$ cat src/rtl/pipe_stage_skid.sv
// Parametrised pipeline stage register with a 2-entry skid buffer, flush/bubble
// handling and saturating stall/flush counters. in_ready is driven from a flop only.
module pipe_stage_skid #(
    parameter int CTRL_W     = 16,
    parameter int DATA_W     = 160,
    parameter int CLEAR_DATA = 1,
    parameter int CNT_W      = 16
) (
    input  logic              clk,
    input  logic              rst_n,
    input  logic              in_valid,
    output logic              in_ready,
    input  logic [CTRL_W-1:0] in_ctrl,
    input  logic [DATA_W-1:0] in_data,
    input  logic              clr,
    output logic              out_valid,
    input  logic              out_ready,
    output logic [CTRL_W-1:0] out_ctrl,
    output logic [DATA_W-1:0] out_data,
    output logic [CNT_W-1:0]  stall_cnt,
    output logic [CNT_W-1:0]  flush_cnt
);

    localparam bit CLR_D = (CLEAR_DATA != 0);

    logic              r_main_vld;
    logic [CTRL_W-1:0] r_main_ctrl;
    logic [DATA_W-1:0] r_main_data;
    logic              r_skid_vld;
    logic [CTRL_W-1:0] r_skid_ctrl;
    logic [DATA_W-1:0] r_skid_data;
    logic [CNT_W-1:0]  r_stall_cnt;
    logic [CNT_W-1:0]  r_flush_cnt;

    logic              w_in_fire;
    logic              w_out_fire;

    function automatic logic [CNT_W-1:0] sat_inc(input logic [CNT_W-1:0] v);
        return (&v) ? v : v + {{(CNT_W-1){1'b0}}, 1'b1};
    endfunction

    assign in_ready   = !r_skid_vld;
    assign w_in_fire  = in_valid && !r_skid_vld && !clr;
    assign w_out_fire = r_main_vld && out_ready;

    assign out_valid  = r_main_vld;
    assign out_ctrl   = r_main_ctrl;
    assign out_data   = r_main_data;
    assign stall_cnt  = r_stall_cnt;
    assign flush_cnt  = r_flush_cnt;

    // Control is cleared on every transition to an invalid entry, so out_ctrl is
    // already zero whenever out_valid is low.
    always_ff @(posedge clk or negedge rst_n) begin
        if (!rst_n) begin
            r_main_vld  <= 1'b0;
            r_main_ctrl <= '0;
            r_main_data <= '0;
            r_skid_vld  <= 1'b0;
            r_skid_ctrl <= '0;
            r_skid_data <= '0;
        end else if (clr) begin
            r_main_vld  <= 1'b0;
            r_main_ctrl <= '0;
            r_main_data <= CLR_D ? '0 : r_main_data;
            r_skid_vld  <= 1'b0;
            r_skid_ctrl <= '0;
            r_skid_data <= CLR_D ? '0 : r_skid_data;
        end else if (!r_main_vld) begin
            if (w_in_fire) begin
                r_main_vld  <= 1'b1;
                r_main_ctrl <= in_ctrl;
                r_main_data <= in_data;
            end
        end else if (!r_skid_vld) begin
            if (w_in_fire) begin
                if (w_out_fire) begin
                    r_main_ctrl <= in_ctrl;
                    r_main_data <= in_data;
                end else begin
                    r_skid_vld  <= 1'b1;
                    r_skid_ctrl <= in_ctrl;
                    r_skid_data <= in_data;
                end
            end else if (w_out_fire) begin
                r_main_vld  <= 1'b0;
                r_main_ctrl <= '0;
                r_main_data <= CLR_D ? '0 : r_main_data;
            end
        end else if (w_out_fire) begin
            r_main_ctrl <= r_skid_ctrl;
            r_main_data <= r_skid_data;
            r_skid_vld  <= 1'b0;
            r_skid_ctrl <= '0;
            r_skid_data <= CLR_D ? '0 : r_skid_data;
        end
    end

    always_ff @(posedge clk or negedge rst_n) begin
        if (!rst_n) begin
            r_stall_cnt <= '0;
            r_flush_cnt <= '0;
        end else begin
            if (r_main_vld && !out_ready)
                r_stall_cnt <= sat_inc(r_stall_cnt);
            if (clr)
                r_flush_cnt <= sat_inc(r_flush_cnt);
        end
    end

endmodule

$ cat config.mk
export PLATFORM = sky130hd
export DESIGN_NAME = pipe_stage_skid
export DESIGN_NICKNAME = d
export VERILOG_FILES = /design/src/rtl/pipe_stage_skid.sv
export SDC_FILE = /design/constraint.sdc
export NUM_CORES = 1
export LEC_CHECK = 0
export BUFFER_PORTS_ARGS = -buffer_cell sky130_fd_sc_hd__buf_2
export CORE_ASPECT_RATIO = 1.1
export CORE_UTILIZATION = 54
export DETAILED_ROUTE_END_ITERATION = 8
export PLACE_DENSITY = 0.77
export SLEW_MARGIN = 20
export SYNTH_ARGS = -nofsm -noshare
export SYNTH_HDL_FRONTEND = slang
export SYNTH_SLANG_ARGS = --single-unit
export TNS_END_PERCENT = 10
$ cat constraint.sdc
create_clock -name clk -period 1.95 [get_ports clk]
set_input_delay 0.39 -clock clk [delete_from_list [all_inputs] [get_ports clk]]
set_output_delay 0.39 -clock clk [all_outputs]
set_load 0.05 [all_outputs]
**After elaboration in Yosys (flattened, before gate mapping)**

Cells that the tools add are included.
W data, S select, Z words.

- Bitwise gates (word level): 2
- Reductions and logical operators: 17
- Add/subtract/negate cells: 2
- Equality and inequality tests: 4
- Muxes and demuxes: 36

Operators by type and width:

| cell | count |
|---|---|
| $mux W160 | 13 |
| $mux W16 | 13 |
| $add A16 B1 Y16 const B | 2 |
| $reduce_and A16 Y1 | 2 |
| $mux W1 | 10 |
| $ne A4 B3 Y1 const B | 2 |
| $reduce_and A4 Y1 | 2 |
| $reduce_bool A3 Y1 | 2 |
| $logic_and A1 B1 Y1 | 4 |
| $reduce_and A2 Y1 | 2 |
| $reduce_bool A4 Y1 | 1 |
| $logic_not A1 Y1 | 3 |
| $ne A3 B2 Y1 const B | 1 |
| $ne A3 B3 Y1 const B | 1 |
| $not A1 Y1 | 2 |
| $reduce_bool A2 Y1 | 1 |

- Word-level logic and storage cells: 69
- Register bits after elaboration: 386
- Input port bits: 181
- Output and inout port bits: 210

**Depth between registers and ports, before layout**

Gate-level depths: netlist (run 1).

- Depth after elaboration: 7
- Depth in mapped cells: 9
- Depth with buffers taken out: 5

**Worst setup path after synthesis (run 1)**

OpenSTA, ideal clock, no wires.

- Kind: flip-flop to flip-flop
- Start: register r_main_vld (netlist: out_valid)
- End: register r_main_data[38] (netlist: out_data[38])
- Stages on the path, launching flop included: 10
- Arrival time: 1.902 ns
- Period minus slack after synthesis: 1.978 ns
- Required time: 1.873 ns
- Path buffers: 5
- Setup time: 0.077 ns
- Setup slack: -0.028 ns
- Cells stage by stage: dfrtp_1 > buf_2 > a21oi_1 > o21a_1 > clkbuf_1 > or2_1 > buf_2 > buf_6 > buf_6 > o21ai_1

- Longest elaborated chain between the ends: 3
- Elaborated cells on any way between the ends: 8
- Those cells by class: 2 x eq/ne; 2 x mux; 4 x reduce/logical

Ends and longest elaborated chain:

| element | line | source |
|---|---|---|
| from (decl) | 26 | `logic r_main_vld;` |
| from (signal assigned) | 56 | `r_main_vld <= 1'b0;` |
| from (signal assigned) | 63 | `r_main_vld <= 1'b0;` |
| from (signal assigned) | 71 | `r_main_vld <= 1'b1;` |
| $logic_and A1 B1 Y1 | 44 | `assign w_out_fire = r_main_vld && out_ready;` |
| $ne A4 B3 Y1 (no line) or $reduce_bool A4 Y1 (tied branches) | -- |  |
| $reduce_and A4 Y1 (no line) | -- |  |
| to (signal assigned) | 65 | `r_main_data <= CLR_D ? '0 : r_main_data;` |
| to (signal assigned) | 73 | `r_main_data <= in_data;` |
| to (signal assigned) | 79 | `r_main_data <= in_data;` |
| to (decl) | 28 | `logic [DATA_W-1:0] r_main_data;` |

Parallel ways exist; a longest one is shown, timed or not.
A chain may end at the register's enable or synchronous reset.

**Worst setup path after layout (run 1)**

- Start: register r_main_vld (netlist: out_valid)
- End: output port out_valid

RTL lines:

| element | line | source |
|---|---|---|
| to (decl) | 16 | `output logic out_valid,` |

No word-level cell between the ends.

==> reports/results.txt, run 1 <==
Setup TNS Final - 0 ns
CP Max Fanout - 7
Reg clk slew, reported paths - 0.07 ns
largest net degree at the start of global routing - 129
post-synth top area cell - dfrtp_1
HP Class - in2reg
global-route wire length before repair - 73300 um
post-route ant nets - 0
TritonRoute pass-1 iters - 6
critical-path cell list - buf_4 -> buf_2
number of remaining DRC errors - 0
Skew-Pair Late Insertion Delay - 0.52 ns
RSZ-0062 raised after global routing - false
Avg Vias per Cell - 5.57
crit start category - flip-flop
final worst path period share - 94.0%
critical path required time - 1.56 ns
vias in the first global route - 14.3k
Initial Util - 55.4%
power per standard cell area - 1050 mW/mm2
GRT overflow - 0
CP arrival - 1.44 ns
Slew headroom - 57.1%
Final Critical Period - 1.83 ns
fin. max-slew vios - 0
Syn Area/Cell - 10.2 um2
Die X-Extent - 172 um
hpwl dp - 29900 um
Crit path max-delay family - buffers and inverters
mapped cell area - 0.0171 mm2
CTS root buffer - clkbuf_16
CTS tree - built
commonest non-fill, non-tap cell in the layout - buf_2
#FFs+latches synth - 386
LEAKAGE - 10.9 nW
slowest CP cell - dfrtp_2
hold_ws - 0.111 ns
status - finished clean
CTS H-tree lvls - 2
routed vias - 13.9k
pre-CTS setup slack - 0.135 ns
top cell type's share of synthesized area - 56.5%
io pins - 391
Placement Rows - 67
clock sink total - 386
core footprint - 0.0308 mm2
sequential-to-total area share from yosys stat - 56.5%
ys async rst share - 100%
CP max stage delay - 0.45 ns
Yosys warning count - 0
CP bufs+invs - 2
Clock Skew - 0.0103 ns
CTS Buf Count - 41
maximum VDD drop - 746 uV
top post-synthesis cells by area - dfrtp_1 56%, mux2i_1 10%, nand2_1 8.0%
worst setup margin - 0.116 ns
worst-margin pin slew - 0.643 ns
initial antenna violation count - 14
final hold vios - 0
Max-cap violations - 0
CP endpoint kind - output pin
count of input and output buffers - 390
Setup Viol. Count Final - 0
Setup CP Type - reg2out
layout cells sized above 1 - 25.1%
postcts setup bufs - 0
gate count after technology mapping - 1682
DIE AREA - 0.0324 mm2
Achievable Freq - 545 MHz
Syn Nets - 1865
final WL - 46100 um
Synth Flop Type - dfrtp_1
nets - 2225
Die Y - 189 um
Total Routing Usage GR - 28.5%
commonest non-fill, non-tap cells in the layout - 389 x buf_2, 385 x dfrtp_1, 364 x nand2_1
number of flops mapped to enable cells by yosys - 0
DR iter-0 viols - 1193
Avg WL per Cell - 18.5 um
clk buf depth - 3
Netlist cell types - 42
area grow syn2layout - 23.5%
GPL Wtd Cong - 0.805
==> path summary, 6_finish.rpt <==
| check | startpoint | end | slack [ns] | depth (start not counted) |
|---|---|---|---|---|
| min reg2reg | out_data[31]$_DFFE_PN0P_ | out_data[31]$_DFFE_PN0P_ | 0.47 | 2 |
| min | in_data[154] | r_skid_data[154]$_DFFE_PN0P_ | 0.11 | 3 |
| max in group asynchronous | rst_n | r_skid_data[104]$_DFFE_PN0P_ | 0.83 | 3 |
| min in group asynchronous | rst_n | out_data[135]$_DFFE_PN0P_ | 0.42 | 2 |
| max reg2reg | r_skid_vld$_DFFE_PN0P_ | r_skid_data[3]$_DFFE_PN0P_ | 0.14 | 7 |
| max | out_valid$_DFF_PN0_ | out_valid | 0.12 | 2 |
==> stage by stage <==
step,power (mW),instance area (um2),cells,util (%)
3_5_place_dp,14.2,19700,2412,63.8
5_1_grt,23.0,21100,2495,68.4
4_1_cts,22.3,21100,2484,68.3
6_report,22.1,21100,2496,68.4
3_3_place_gp,14.1,19700,2412,63.8
2_1_floorplan,12.7,17100,1682,-
==> cell families after synthesis <==
logic type	after synthesis	share of synthesized area (%)
fa+ha+maj	2	0.146
simple gates	417	9.91
mux	178	10.4
compound gates	376	14.0
xor+xnor	26	1.33
buf+inv	297	7.65
flops	386	56.5
==> power by group <==
group	switching, mW	total (mW)	internal [mW]
Combinational	3.33	4.66	1.33
Clock	3.14	8.02	4.88
Sequential	0.603	9.46	8.86
Total	7.08	22.1	15.1
==> cell usage after synthesis, types with 5 or more instances <==
cell / n
dfrtp_1: 386
nand2_1: 365
inv_1: 179
a22oi_1: 176
mux2i_1: 176
o21ai_1: 133
clkbuf_1: 70
o21ai_0: 39
buf_2: 17
buf_6: 16
buf_4: 14
xnor2_1: 13
xor2_1: 13
nand4_1: 10
nor2_1: 9
o21ai_2: 9
a21oi_1: 5
o2111ai_1: 5
==> registers in the layout, summed over array words and instances (netlist names) <==
| signal | count |
|---|---|
| r_skid_data | 160 |
| out_ctrl | 16 |
| out_data | 160 |
| flush_cnt | 16 |
| out_valid | 1 |
| r_skid_vld | 1 |
| stall_cnt | 16 |
| r_skid_ctrl | 16 |
==> tightest hold or removal path: stages <==
cell and delay (ns):
buf_2 0.10, nand2_1 0.05, mux2i_1 0.05
==> cell type report <==
| cell class | instances | area, um2 |
|---|---|---|
| fillers | 2352 | 9740 |
| flip-flops and latches | 386 | 9660 |
| multi-input cells | 999 | 6180 |
| repair buffers | 435 | 2670 |
| clock buffers | 61 | 1230 |
| inverters | 179 | 672 |
| well taps | 414 | 518 |
| clock inverters | 10 | 156 |
| diodes | 12 | 30.0 |
==> timing repair <==
action	CTS	global route
hold buffers	1	0
endpoints found under the hold margin	40	0
gates resized for setup	0	0
==> metal layers <==
metal | track usage, % | share of wire (%) | vias up
met5 | 0 | 0.024 | -
met1 | 35.9 | 39 | 6895
met4 | 13.5 | 4.0 | 2
met3 | 5.88 | 7.1 | 116
met2 | 46.9 | 50 | 517
li1 | - | - | 6381
No activity file was read; power rests on OpenSTA's default activity.
==> inputs of run 2 (changes only) <==
Settings changed: MAX_ROUTING_LAYER set to met4.
==> run 2 against run 1 <==
First-iteration DRC count decreased by 0.50%. Critical path depth unchanged. Clock-buffer cell count unchanged. Total power about the same. Register-to-register slack about the same. Routed wire length about the same. Worst hold slack about the same. Combinational power about the same. Global-route usage increased by 0.89 points. Worst setup slack got worse by 0.0025 ns. Critical path type unchanged. Highest routed layer is now met4.
==> reports/results.txt, run 2 (synthesis gave the netlist of run 1 again) <==
status - finished clean
met3 usage - 5.36% (-0.53 points)
global-route wire length before repair - 73300 um (about the same)
sequential standard cell area - 0.00966 mm2 (unchanged)
worst setup path startpoint - out_valid$_DFF_PN0_
CTS tree - built
Avg Vias per Cell - 5.58 (about the same)
Die X-Extent - 172 um (unchanged)
TritonRoute pass-1 iters - 5 (-1)
maximum VDD drop - 751 uV (+0.61%)
switching share of total power - 32.0% (about the same)
HP Class - in2reg
Avg WL per Cell - 18.4 um (-0.16%)
Achievable Freq - 545 MHz (-0.14%)
Comb power frac - 21.1% (about the same)
RSZ-0062 raised after global routing - false
post-route ant nets - 0 (unchanged)
R2R Path Start - r_skid_vld$_DFFE_PN0P_
Skew-Pair Late Insertion Delay - 0.52 ns (about the same)
CTS root buffer - clkbuf_16
Power, Total - 22.1 mW (about the same)
core footprint - 0.0308 mm2 (unchanged)
hpwl dp - 29900 um (unchanged)
GPL Wtd Cong - 0.816 (+1.5%)
Seq pwr share - 42.7% (about the same)
Placement Rows - 67 (unchanged)
Setup Viol. Count Final - 0 (unchanged)
Total Routing Usage GR - 29.4% (+0.89 points)
Clock Skew - 0.0113 ns (+0.000954 ns)
slowest CP cell - dfrtp_2
clock sink total - 386 (unchanged)
io pins - 391 (unchanged)
Setup TNS Final - 0 ns (unchanged)
multi-input logic area - 0.00618 mm2 (unchanged)
count of input and output buffers - 390 (unchanged)
vias in the first global route - 14.3k (-0.021%)
initial antenna violation count - 14 (unchanged)
Net Sw Power - 7.08 mW (about the same)
LEAKAGE - 10.9 nW (unchanged)
nets - 2225 (unchanged)
GR Layer Usage met1 - 36.3% (+0.41 points)
CP Max Fanout - 7 (unchanged)
Setup CP Type - reg2out
CP max stage delay - 0.45 ns (about the same)
fin. max-slew vios - 0 (unchanged)
final hold vios - 0 (unchanged)
CP arrival - 1.45 ns (about the same)
CTS H-tree lvls - 2 (unchanged)
worst-margin pin slew - 0.639 ns (-0.00438 ns)
GR peak layer - met2
area grow syn2layout - 23.5% (about the same)
layout cells sized above 1 - 25.1% (unchanged)
number of remaining DRC errors - 0 (unchanged)
reg2reg path depth - 7 (unchanged)
# fillers - 2351 (-0.043%)
DR iter-0 viols - 1187 (-0.50%)
largest net degree at the start of global routing - 129 (unchanged)
Int Power - 15.1 mW (about the same)
clock share of power - 36.2% (about the same)
critical-path cell list - buf_4 -> buf_2
GRT overflow - 0 (unchanged)
power per standard cell area - 1050 mW/mm2 (about the same)
Slew headroom - 57.4% (+0.29 points)
Critical Path Sink - out_valid
Max-cap violations - 0 (unchanged)
hold path startpoint - in_data[154]
clk buf depth - 3 (unchanged)
Final Critical Period - 1.84 ns (+0.00249 ns)
critical path required time - 1.56 ns (about the same)
commonest non-fill, non-tap cell in the layout - buf_2
commonest non-fill, non-tap cells in the layout - 389 x buf_2, 385 x dfrtp_1, 364 x nand2_1
Die Y - 189 um (unchanged)
CP endpoint kind - output pin
R2R Setup Slk - 0.13 ns (about the same)
M2 GR Usage - 46.9% (about the same)
Reg clk slew, reported paths - 0.06 ns (about the same)
CTS Buf Count - 41 (unchanged)
final worst path period share - 94.2% (+0.13 points)
routed vias - 13.9k (+0.14%)
crit start category - flip-flop
DIE AREA - 0.0324 mm2 (unchanged)
reg-to-reg critical path endpoint - r_skid_data[3]$_DFFE_PN0P_
PostCTS Resize Cnt - 0 (unchanged)
final WL - 46100 um (about the same)
Initial Util - 55.4% (unchanged)
-- run 2: cell count changes in the layout (fill, tap and decap cells not counted) --
cell / delta
diode_2: +2
-- run 2: routing by layer --
layer / up-vias / part of all wire (%)
li1: 6377 / -
met1: 6907 / 39
met2: 528 / 50
met3: 119 / 6.7
met4: 0 / 4.2
met5: - / 0
-- run 2: critical path, delay by kind of cell (launching register included) --
kind     cells  cell delay, ns
buf+inv      2            0.48
flops        1            0.45
-- run 2: through the flow --
stage          util (%)  hold slack, ns  worst slack, ns  instance area, um2  cells
6_report           68.4           0.111            0.114               21100   2498
5_1_grt            68.4           0.104           0.0364               21100   2498
4_1_cts            68.3          0.0882            0.102               21100   2484
3_5_place_dp       63.8           0.379            0.135               19700   2412
3_3_place_gp       63.8           0.377            0.206               19700   2412
2_1_floorplan         -          0.0944           0.0355               17100   1682
-- run 2: worst min path at each step --
stage / cells after the start / end / slack (ns)
final: 3 / r_skid_data[154]$_DFFE_PN0P_ / 0.11
after detailed placement: 1 / r_skid_data[38]$_DFFE_PN0P_ / 0.38
after global placement: 1 / r_skid_data[38]$_DFFE_PN0P_ / 0.38
after global routing: 3 / r_skid_data[124]$_DFFE_PN0P_ / 0.10
after CTS: 3 / r_skid_data[154]$_DFFE_PN0P_ / 0.09
after floorplan: 0 / flush_cnt[0]$_DFFE_PN0P_ / 0.09
-- run 2: what timing repair did --
item,CTS,global route
setup buffers,0,0
hold endpoints to repair,40,0
setup endpoints to repair,0,0
hold buffers,1,0
-- run 2: cell type report --
cell class / count / share of cell area (%)
multi-input cells: 999 / 29.3
well taps: 414 / 2.45
diodes: 14 / 0.166
flip-flops and latches: 386 / 45.8
inverters: 179 / 3.18
clock inverters: 10 / 0.741
clock buffers: 61 / 5.83
repair buffers: 435 / 12.6
-- run 2: power groups by stage --
| stage | Clock, mW | Sequential, mW | Combinational, mW |
|---|---|---|---|
| 2_1_floorplan | 0 | 11.1 | 1.59 |
| 3_3_place_gp | 0 | 9.53 | 4.56 |
| 3_5_place_dp | 0 | 9.58 | 4.67 |
| 4_1_cts | 8.13 | 9.45 | 4.69 |
| 5_1_grt | 8.43 | 9.56 | 5.00 |
| 6_report | 8.02 | 9.46 | 4.66 |
==> inputs of run 3 (changes only) <==
Settings changed: PLACE_DENSITY 0.77 to 0.81.
==> run 3 against run 2 <==
Sequential share of layout area down 0.089 points. Die area is the same. Core utilization up 0.13 points. Critical path type is now reg2reg. Highest routed layer unchanged.
==> reports/results.txt, run 3 (synthesis gave the netlist of run 1 again) <==
# fillers - 2313 (-1.6%)
Avg WL per Cell - 18.4 um (-0.38%)
fin. max-slew vios - 0 (unchanged)
Avg Vias per Cell - 5.64 (+1.2%)
Setup CP Type - reg2reg
Int Power - 14.9 mW (-1.4%)
vias in the first global route - 14.3k (-0.091%)
GPL Wtd Cong - 0.898 (+10%)
Slew headroom - 60.9% (+3.4 points)
Clock Skew - 0.0150 ns (+0.00374 ns)
CTS H-tree lvls - 2 (unchanged)
Reg clk slew, reported paths - 0.06 ns (about the same)
layout cells sized above 1 - 25.3% (+0.24 points)
CP arrival - 2.26 ns (+0.81 ns)
Comb power frac - 21.5% (+0.4 points)
power per standard cell area - 1030 mW/mm2 (-1.4%)
hold worst-path end - r_skid_data[119]$_DFFE_PN0P_
sequential standard cell area - 0.00966 mm2 (unchanged)
Setup Viol. Count Final - 0 (unchanged)
status - finished clean
HP Class - in2reg
commonest non-fill, non-tap cells in the layout - 389 x buf_2, 385 x dfrtp_1, 364 x nand2_1
Total Routing Usage GR - 29.2% (-0.24 points)
Design Area, Final - 0.0212 mm2 (+0.20%)
hold depth - 3 (unchanged)
number of remaining DRC errors - 0 (unchanged)
largest net degree at the start of global routing - 90 (-30%)
final WL - 46100 um (about the same)
initial antenna violation count - 13 (-1)
final worst path period share - 93.5% (-0.63 points)
Setup TNS Final - 0 ns (unchanged)
clock sink total - 386 (unchanged)
critical path required time - 2.39 ns (+0.83 ns)
Net Sw Power - 7.02 mW (-0.84%)
hpwl dp - 30400 um (+1.5%)
crit start category - flip-flop
Achievable Freq - 548 MHz (+0.67%)
reg-to-reg critical path endpoint - r_skid_ctrl[11]$_DFFE_PN0P_
switching share of total power - 32.1% (+0.11 points)
hold path startpoint - in_data[119]
clk buf depth - 3 (unchanged)
placed cell areas - 0.0197 mm2 (+0.25%)
R2R Path Start - r_skid_vld$_DFFE_PN0P_
CP Max Fanout - 27 (+20)
CP endpoint kind - flip-flop
RSZ-0062 raised after global routing - false
GRT overflow - 0 (unchanged)
Final Critical Period - 1.82 ns (-0.0123 ns)
multi-input logic area - 0.00618 mm2 (unchanged)
Die Y - 189 um (unchanged)
clock share of power - 35.2% (-1.0 points)
Skew-Pair Late Insertion Delay - 0.52 ns (about the same)
CTS tree - built
Seq pwr share - 43.2% (+0.5 points)
worst-margin pin slew - 0.582 ns (-0.0561 ns)
TritonRoute pass-1 iters - 6 (+1)
final hold vios - 0 (unchanged)
DIE AREA - 0.0324 mm2 (unchanged)
routed vias - 14.2k (+1.7%)
fin cells - 2510 (+0.48%)
DR iter-0 viols - 950 (-20%)
reg2reg path depth - 6 (-1)
io pins - 391 (unchanged)
Die X-Extent - 172 um (unchanged)
hold_ws - 0.120 ns (+0.00861 ns)
maximum VDD drop - 618 uV (-18%)
global-route wire length before repair - 73000 um (-0.48%)
R2R Setup Slk - 0.13 ns (about the same)
core footprint - 0.0308 mm2 (unchanged)
LEAKAGE - 10.9 nW (+0.29%)
count of input and output buffers - 390 (unchanged)
nets - 2239 (+0.63%)
final core occ - 68.6% (+0.13 points)
placed cell count - 2422 (+0.41%)
post-route ant nets - 0 (unchanged)
Max-cap violations - 0 (unchanged)
commonest non-fill, non-tap cell in the layout - buf_2
area grow syn2layout - 23.7%
CTS Buf Count - 40 (-2.4%)
Initial Util - 55.4% (unchanged)
Placement Rows - 67 (unchanged)
CTS root buffer - clkbuf_16
## run 3: timing repair
item | 4_1_cts | 5_1_grt
setup buffers | 0 | 3
hold buffers | 1 | 0
setup endpoints to repair | 0 | 2
hold endpoints to repair | 36 | 0
gates resized for setup | 0 | 1
## run 3: cell type report
class | instances | area share, %
diodes | 14 | 0.166
inverters | 179 | 3.18
flip-flops and latches | 386 | 45.7
repair buffers | 450 | 13.1
well taps | 414 | 2.45
clock buffers | 59 | 5.50
multi-input cells | 999 | 29.2
clock inverters | 9 | 0.716
## run 3: layer usage
metal	track usage [%]	vias up	wire length, um
li1	-	6407	-
met2	47.0	567	23200
met3	5.78	136	3280
met5	-	-	0
met4	14.0	0	1930
met1	35.0	7051	17700
## run 3: power by group through the flow
| stage | registers (mW) | clock network [mW] | logic (mW) |
|---|---|---|---|
| floorplan | 11.1 | 0 | 1.59 |
| global placement | 9.53 | 0 | 4.56 |
| detailed placement | 9.58 | 0 | 4.69 |
| CTS | 9.45 | 7.80 | 4.71 |
| global route | 9.56 | 8.12 | 5.05 |
| finish | 9.46 | 7.71 | 4.71 |
## run 3: how the worst max path moves through the flow
stage / slack [ns] / start / cells after the start / to
2_1_floorplan: 0.04 / stall_cnt[9]$_DFFE_PN0P_ / 4 / stall_cnt[1]$_DFFE_PN0P_
3_3_place_gp: 0.22 / in_valid / 7 / r_skid_data[109]$_DFFE_PN0P_
3_5_place_dp: 0.07 / r_skid_vld$_DFFE_PN0P_ / 6 / r_skid_data[101]$_DFFE_PN0P_
4_1_cts: 0.05 / r_skid_vld$_DFFE_PN0P_ / 6 / r_skid_data[101]$_DFFE_PN0P_
5_1_grt: 0.03 / r_skid_vld$_DFFE_PN0P_ / 6 / r_skid_data[17]$_DFFE_PN0P_
6_report: 0.13 / r_skid_vld$_DFFE_PN0P_ / 6 / r_skid_ctrl[11]$_DFFE_PN0P_
## run 3: stage by stage
step	power (mW)	setup slack, ns
final	21.9	0.126
after global routing	22.7	0.0346
after CTS	22.0	0.0533
after detailed placement	14.3	0.0750
after global placement	14.1	0.219
after floorplan	12.7	0.0355
## run 3: critical path: stages (launching register included)
cell	delay, ns
dfrtp_1	0.44
nand2b_4	0.22
o21ai_1	0.11
a21oi_4	0.21
buf_4	0.16
buf_6	0.34
mux2i_1	0.25
